### src/rtl/uart_tx_frame_scheduler.sv
// Arbitrates status and acknowledge frames onto one byte-wide UART TX core,
// sequencing header then payload through the start/busy handshake.
module uart_tx_frame_scheduler #(
  parameter logic        SEND_ON_CHANGE = 1'b0,
  parameter logic [31:0] CLKS_PER_SYNC  = 32'd1666666,
  parameter logic [7:0]  STATUS_HEADER  = 8'h53,
  parameter logic [7:0]  ACK_HEADER     = 8'h41
) (
  input  logic        CLK,
  input  logic        RST,
  input  logic [7:0]  leds,
  input  logic        ack_req,
  input  logic [7:0]  ack_code,
  input  logic        tx_busy,
  output logic        tx_start,
  output logic [7:0]  tx_data,
  output logic        frame_active,
  output logic        ack_overflow,
  output logic [15:0] frames_sent
);

  typedef enum logic [1:0] {IDLE, START, ACCEPT, DRAIN} state_t;

  state_t      state;
  logic        status_pending;
  logic        ack_pending;
  logic        phase;
  logic        src_ack;
  logic [31:0] sync_cnt;
  logic [7:0]  last_sent;
  logic [7:0]  payload;
  logic [7:0]  ack_latched;
  logic        sync_tick;
  logic        grant_ack;
  logic        grant_status;
  logic        change_req;

  assign sync_tick    = (CLKS_PER_SYNC != 32'd0) && (sync_cnt == CLKS_PER_SYNC - 32'd1);
  assign grant_ack    = (state == IDLE) && ack_pending;
  assign grant_status = (state == IDLE) && !ack_pending && status_pending;
  // The grant cycle compares against the snapshot being taken, not the stale last_sent.
  assign change_req   = SEND_ON_CHANGE && (leds != last_sent) && !grant_status;

  always_ff @(posedge CLK) begin
    if (RST) begin
      sync_cnt <= 32'd0;
    end else if (CLKS_PER_SYNC == 32'd0 || sync_tick) begin
      sync_cnt <= 32'd0;
    end else begin
      sync_cnt <= sync_cnt + 32'd1;
    end
  end

  always_ff @(posedge CLK) begin
    if (RST) begin
      status_pending <= 1'b0;
      ack_pending    <= 1'b0;
      ack_overflow   <= 1'b0;
    end else begin
      status_pending <= sync_tick | change_req | (status_pending & ~grant_status);
      if (ack_req && ack_pending) ack_overflow <= 1'b1;
      if (grant_ack) ack_pending <= 1'b0;
      else if (ack_req) ack_pending <= 1'b1;
    end
  end

  // Data-only registers: no reset needed, always written before use.
  always_ff @(posedge CLK) begin
    if (ack_req && !ack_pending) ack_latched <= ack_code;
    if (grant_ack) payload <= ack_latched;
    else if (grant_status) payload <= leds;
  end

  always_ff @(posedge CLK) begin
    if (RST) begin
      state        <= IDLE;
      tx_start     <= 1'b0;
      tx_data      <= 8'h00;
      frame_active <= 1'b0;
      frames_sent  <= 16'd0;
      phase        <= 1'b0;
      src_ack      <= 1'b0;
      last_sent    <= 8'h00;
    end else begin
      tx_start <= 1'b0;
      case (state)
        IDLE: begin
          if (grant_ack) begin
            src_ack      <= 1'b1;
            phase        <= 1'b0;
            frame_active <= 1'b1;
            state        <= START;
          end else if (grant_status) begin
            src_ack      <= 1'b0;
            phase        <= 1'b0;
            last_sent    <= leds;
            frame_active <= 1'b1;
            state        <= START;
          end
        end
        START: begin
          if (!tx_busy) begin
            tx_start <= 1'b1;
            tx_data  <= phase ? payload : (src_ack ? ACK_HEADER : STATUS_HEADER);
            state    <= ACCEPT;
          end
        end
        ACCEPT: begin
          if (tx_busy) state <= DRAIN;
        end
        DRAIN: begin
          if (!tx_busy) begin
            if (!phase) begin
              phase <= 1'b1;
              state <= START;
            end else begin
              frames_sent  <= frames_sent + 16'd1;
              frame_active <= 1'b0;
              state        <= IDLE;
            end
          end
        end
        default: state <= IDLE;
      endcase
    end
  end

endmodule

### config.mk
export PLATFORM = sky130hd
export DESIGN_NAME = uart_tx_frame_scheduler
export DESIGN_NICKNAME = d
export VERILOG_FILES = /design/src/rtl/uart_tx_frame_scheduler.sv
export SDC_FILE = /design/constraint.sdc
export NUM_CORES = 1
export LEC_CHECK = 0
export ABC_AREA = 1
export BUFFER_PORTS_ARGS = -buffer_cell sky130_fd_sc_hd__buf_2
export CORE_MARGIN = 1
export CORE_UTILIZATION = 58
export DETAILED_ROUTE_END_ITERATION = 12
export GPL_TIMING_DRIVEN = 0
export PLACE_DENSITY = 0.86
export SYNTH_ARGS = -nofsm -noshare
export SYNTH_HDL_FRONTEND = slang
export SYNTH_SLANG_ARGS = --single-unit
### constraint.sdc
create_clock -name CLK -period 2.4 [get_ports CLK]
set_clock_uncertainty 0.2 [all_clocks]
set_input_delay 0.12 -clock CLK [delete_from_list [all_inputs] [get_ports CLK]]
set_output_delay 0.12 -clock CLK [all_outputs]
set_load 0.1 [all_outputs]
Yosys cells after proc, flatten, opt, wreduce, memory -nomap -nowiden. Index checks and enable logic that the tools add are counted.

Flip-flop bits (word level): 81. Bits in latches: 0. RAM bits: 0. ROM bits: 0. Output and inout port bits: 27. Memories kept: 0.

Add/sub/neg operators: 2. $mul: 0. Div/mod/pow operators: 0. Magnitude comparators: 0. Eq/ne operators: 9. Shift-type cells: 0. Muxes and demuxes: 22. Bitwise operators: 5. Reduce and logical (&&, ||, !) cells: 18.

Operators by type and width (number): $add A32 B1 Y32 const B (1); $eq A32 B21 Y1 const B (1); $mux W8 (3); $add A16 B1 Y16 const B (1); $mux W1 (10); $mux W2 (5); $ne A2 B2 Y1 const B (4); $pmux W2 S4 (1); $reduce_and A4 Y1 (2); $reduce_and A3 Y1 (2); $reduce_or A2 Y1 (3); $logic_and A1 B1 Y1 (5); $mux W5 (1); $eq A2 B2 Y1 const B (2); $pmux W1 S2 (2); $reduce_and A2 Y1 (2); $reduce_bool A2 Y1 (2); $ne A3 B3 Y1 const B (1); $not A1 Y1 (3); $eq A2 B1 Y1 const B (1); $logic_not A2 Y1 (1); $and A1 B1 Y1 (1); $logic_not A1 Y1 (1); $or A1 B1 Y1 (1).

Logic depth before layout (Yosys ltp).
Depth in word-level cells: 6. Gate-level depth with buffers: 10. Mapped depth without buffers: 9.

Worst setup path after synthesis. Ideal clock, no wire load.

Path type: reg-to-reg. Start: reg frames_sent[5]. End: reg frames_sent[8]. Arrival time: 1.874 ns. Slack: 0.207 ns. Cell stages (with the launch flop): 6. Path buffers: 0. Cell sequence: dfxtp_1 -> nand4_1 -> nor2_8 -> nand2_1 -> o21ai_1 -> nor2_1.

Longest elaborated chain between the ends: 1.

RTL lines: from (decl) (RTL line 19) `output logic [15:0] frames_sent`; from (signal assigned) (RTL line 117) `frames_sent <= frames_sent + 16'd1;`; $add A16 B1 Y16 (RTL line 117).

No other way between the ends. A chain may end at the register's enable or synchronous reset.

Worst setup path in the final report.
Start: reg state[0]. End: reg phase.

Longest elaborated chain between the ends: 5.

RTL lines: from (decl) (RTL line 24) `state_t state;`; from (signal assigned) (RTL line 76) `state <= IDLE;`; from (signal assigned) (RTL line 92) `state <= START;`; from (signal assigned) (RTL line 98) `state <= START;`; $logic_not A2 Y1 (RTL line 39, 40, 86); $logic_and A1 B1 Y1 (2 in a row) (RTL line 40) `assign grant_status = (state == IDLE) && !ack_pending && status_pending;`; $ne A3 B3 Y1 (no line); $reduce_and A3 Y1 (no line); to (signal assigned) (RTL line 81) `phase <= 1'b0;`; to (signal assigned) (RTL line 90) `phase <= 1'b0;`; to (signal assigned) (RTL line 95) `phase <= 1'b0;`; to (decl) (RTL line 27) `logic phase;`.

Parallel ways exist; a longest one is shown, timed or not.

==> impl_results.md <==
* FP Rows at 29
* Syn. warnings at 0
* Uppermost layer routed: met4
* Critical path's slowest cell: a21oi_1
* Bufs on Longest Clock Path at 2
* Yosys cell types at 30
* Resize count post-CTS at 0
* First-pass GRT wire length at roughly 15000 µm
* Data required time of the worst path at 2.45 ns
* Slew Limit Headroom at 43.1%
* Remaining DRCs at 0
* CP peak stage delay at 0.67 ns
* Post-synthesis average cell area at roughly 7 µm²
* Pre-Repair DR Iteration Count at 7
* RSZ-0062 raised after global routing: false
* Largest net degree at the start of global routing at 17
* CP bufs+invs at 2
* CTS tree: yes
* Die Wd at 84.6 µm
* Dpl cell area at 0.00428 mm²
* H-tree depth at 3
* Final nets at 658
* Power, Total at between 0.003 and 0.004 W
* Buffers on Ports at 45
* Crit path cell chain: inv_1 -> ha_1 -> inv_1 -> a21oi_1 -> nand2_1 -> nand2_1 -> a21oi_1
* Highest clock rate at 0.468 GHz
* Worst Slack Setup Final at between 0.2 and 0.3 ns
* Crit path DAT at about 2.2 ns
* Initial detailed-routing violation count at 225
* Sw Ratio at 33.0%
* Vias in the first global route at 3447
* # IOs at between 40 and 50
* Die area at 0.00715 mm²
* Power Dens Cells at ~690 mW/mm²
* Routed wire length on met2 at 4390 µm
* Mapped Area at 0.00396 mm²
* Die Span Y at approximately 85 µm
* Antenna violations before repair at 0
* Hold depth at 2
* Tmin final at between 2 and 2.5 ns
* Pint at 0.00216 W
* Clock root buffer: clkbuf_8
* Metal3 WL at slightly above 300 µm
* Final hold vios at 0
* Endpoint class of the critical path: register
* Share of power burned in registers at 48.3%
* Met1 WL at 4010 µm
* Routed via count at 3658
* Period utilization at 89.0%
* Total leakage power at roughly 1.8 nW
* Sink Count at 81
* HP Start: ack_code[2]
* DP HPWL at approximately 6300 µm
* N_diodes at 0
* Area growth syn-to-layout at 18.3%
* Worst slew pin tran at 0.854 ns
* Worst vdd ir at 0.538 mV
* Total gr overflow at 0
* Initial core utilization at 61.2%
* Worst setup startpoint: state[0]
* Final instance area at 0.00468 mm²
* Hold crit path type: in -> reg
* Crit path kind: reg -> reg
* Global placer's final weighted congestion at 0.933
* Clock power share at 32.4%
* Switching pwr at between 0.001 and 0.0015 W
* Worst r2r path cells at 7
* Total wire length at 8840 µm
* Critical R2R Launch: state[0]
* Final Setup Violations at 0
* Syn Nets at 583
* Final ANT Viol Nets at 0
* CP Depth at 7
* Run status: finished, final reports clean
* Total Routing Usage GR at a little over a quarter
* Synth Instances at 555
* Fraction of layout instances using a drive strength above 1 at 13.4%
* Part of the Yosys area used for sequential elements at 45.0%
* Synth Register Bits at 81
* Reg clk slew, reported paths at 0.10 ns
* Clk_lat worst skew at about 0.36 ns
* Pins Over Slew Limit at 0
* CP startpoint kind: register
* Post-placement setup slack at around 0.29 ns
* Combinational power share at 19.2%
* Vias/cell at 5.14
* Total CTS buffers at 9
* Crit-path max FO at 9
* Final setup TNS at 0 ns
* Total core area at 0.00646 mm²
* Critical path's top delay family: compound AO/OA/AOI/OAI gates
* Hold slack at between 0.2 and 0.3 ns
* Post-DR wirelength/cell at about 12 µm
* Max cap viols at 0
## cells in the mapped netlist (all sizes together)
library cell / n / area (µm²)
a211oi: 3 / 22.5
xor2: 6 / 52.6
and2: 1 / 6.26
o21a: 1 / 7.51
ha: 8 / 100
o21ai: 16 / 80.1
nand2: 180 / 698
edfxtp: 16 / 480
clkbuf: 3 / 21.3
xnor2: 4 / 35.0
nand4: 6 / 37.5
inv: 62 / 233
nand3: 26 / 148
nor2: 102 / 434
clkinv: 1 / 3.75
buf: 3 / 22.5
dfxtp: 65 / 1300
nor3: 11 / 66.3
a21oi: 41 / 205
## stage by stage
stage                     instances  utilization (%)
after floorplan                 555                -
after detailed placement        677             66.2
after global routing            712             72.5
final                           712             72.5
after CTS                       712             72.5
after global placement          677             66.2
## power groups by stage
stage                     registers, W  clock network, W  logic [W]
final                          0.00156           0.00105   0.000621
after global routing           0.00157           0.00113   0.000683
after CTS                      0.00156           0.00106   0.000616
after detailed placement       0.00159                 0   0.000590
after global placement         0.00158                 0   0.000566
after floorplan                0.00177                 0   0.000280
## final cells by class
class                      count  area (µm²)
sequential                    81        1780
inverter                      63         236
fill                         524        1780
timing repair buffer          64         415
clock inverter                 7        88.8
buffer                         6        43.8
clock buffer                   9         124
tap                           77        96.3
multi-input combinational    405        1890
## logic make-up after synthesis
kind of cell	synth area share, %
buffers and inverters	7.09
xor gates and xnor gates	2.21
adders and majority gates	2.53
AOI/OAI and AO/OA	7.97
DFF	45.0
and+or+nand+nor	35.1
## state kept, by name, summed over array words and instances, names as in the netlist, 2 cells and up
| register | count |
|---|---|
| ack_latched | 8 |
| tx_data | 8 |
| frames_sent | 16 |
| state | 2 |
| payload | 8 |
| sync_cnt | 32 |
## cell usage in the layout (no fill, tap or decap), drive strengths merged
cell and instances:
nand3 26, nand2 180, nand4 6, and2 1, buf 48, clkinvlp 1
dlygate4sd3 19, xor2 6, a211oi 3, clkbuf 12, nor3 11, o21ai 16
clkinv 4, nor2 102, dfxtp 65, xnor2 4, o21a 1, a21oi 41
inv 64, edfxtp 16, bufinv 1, ha 8
## what timing repair did
item	in CTS	in global routing
endpoints found under the setup margin	0	0
hold endpoints to repair	22	0
hold buffers	19	0
buffers inserted	0	0
## per-layer routing
metal	track usage (%)	vias up
li1	-	1898
met4	9.86	0
met2	47.4	101
met1	33.3	1650
met5	0	-
met3	4.52	9
## worst paths after layout
| kind | endpoint | slack [ns] |
|---|---|---|
| setup / recovery | phase | 0.26 |
| hold / removal | ack_latched[2] | 0.26 |
| setup reg to reg | phase | 0.26 |
| hold reg to reg | frame_active | 0.26 |
Note: power is estimated with default switching activity, not from simulation.
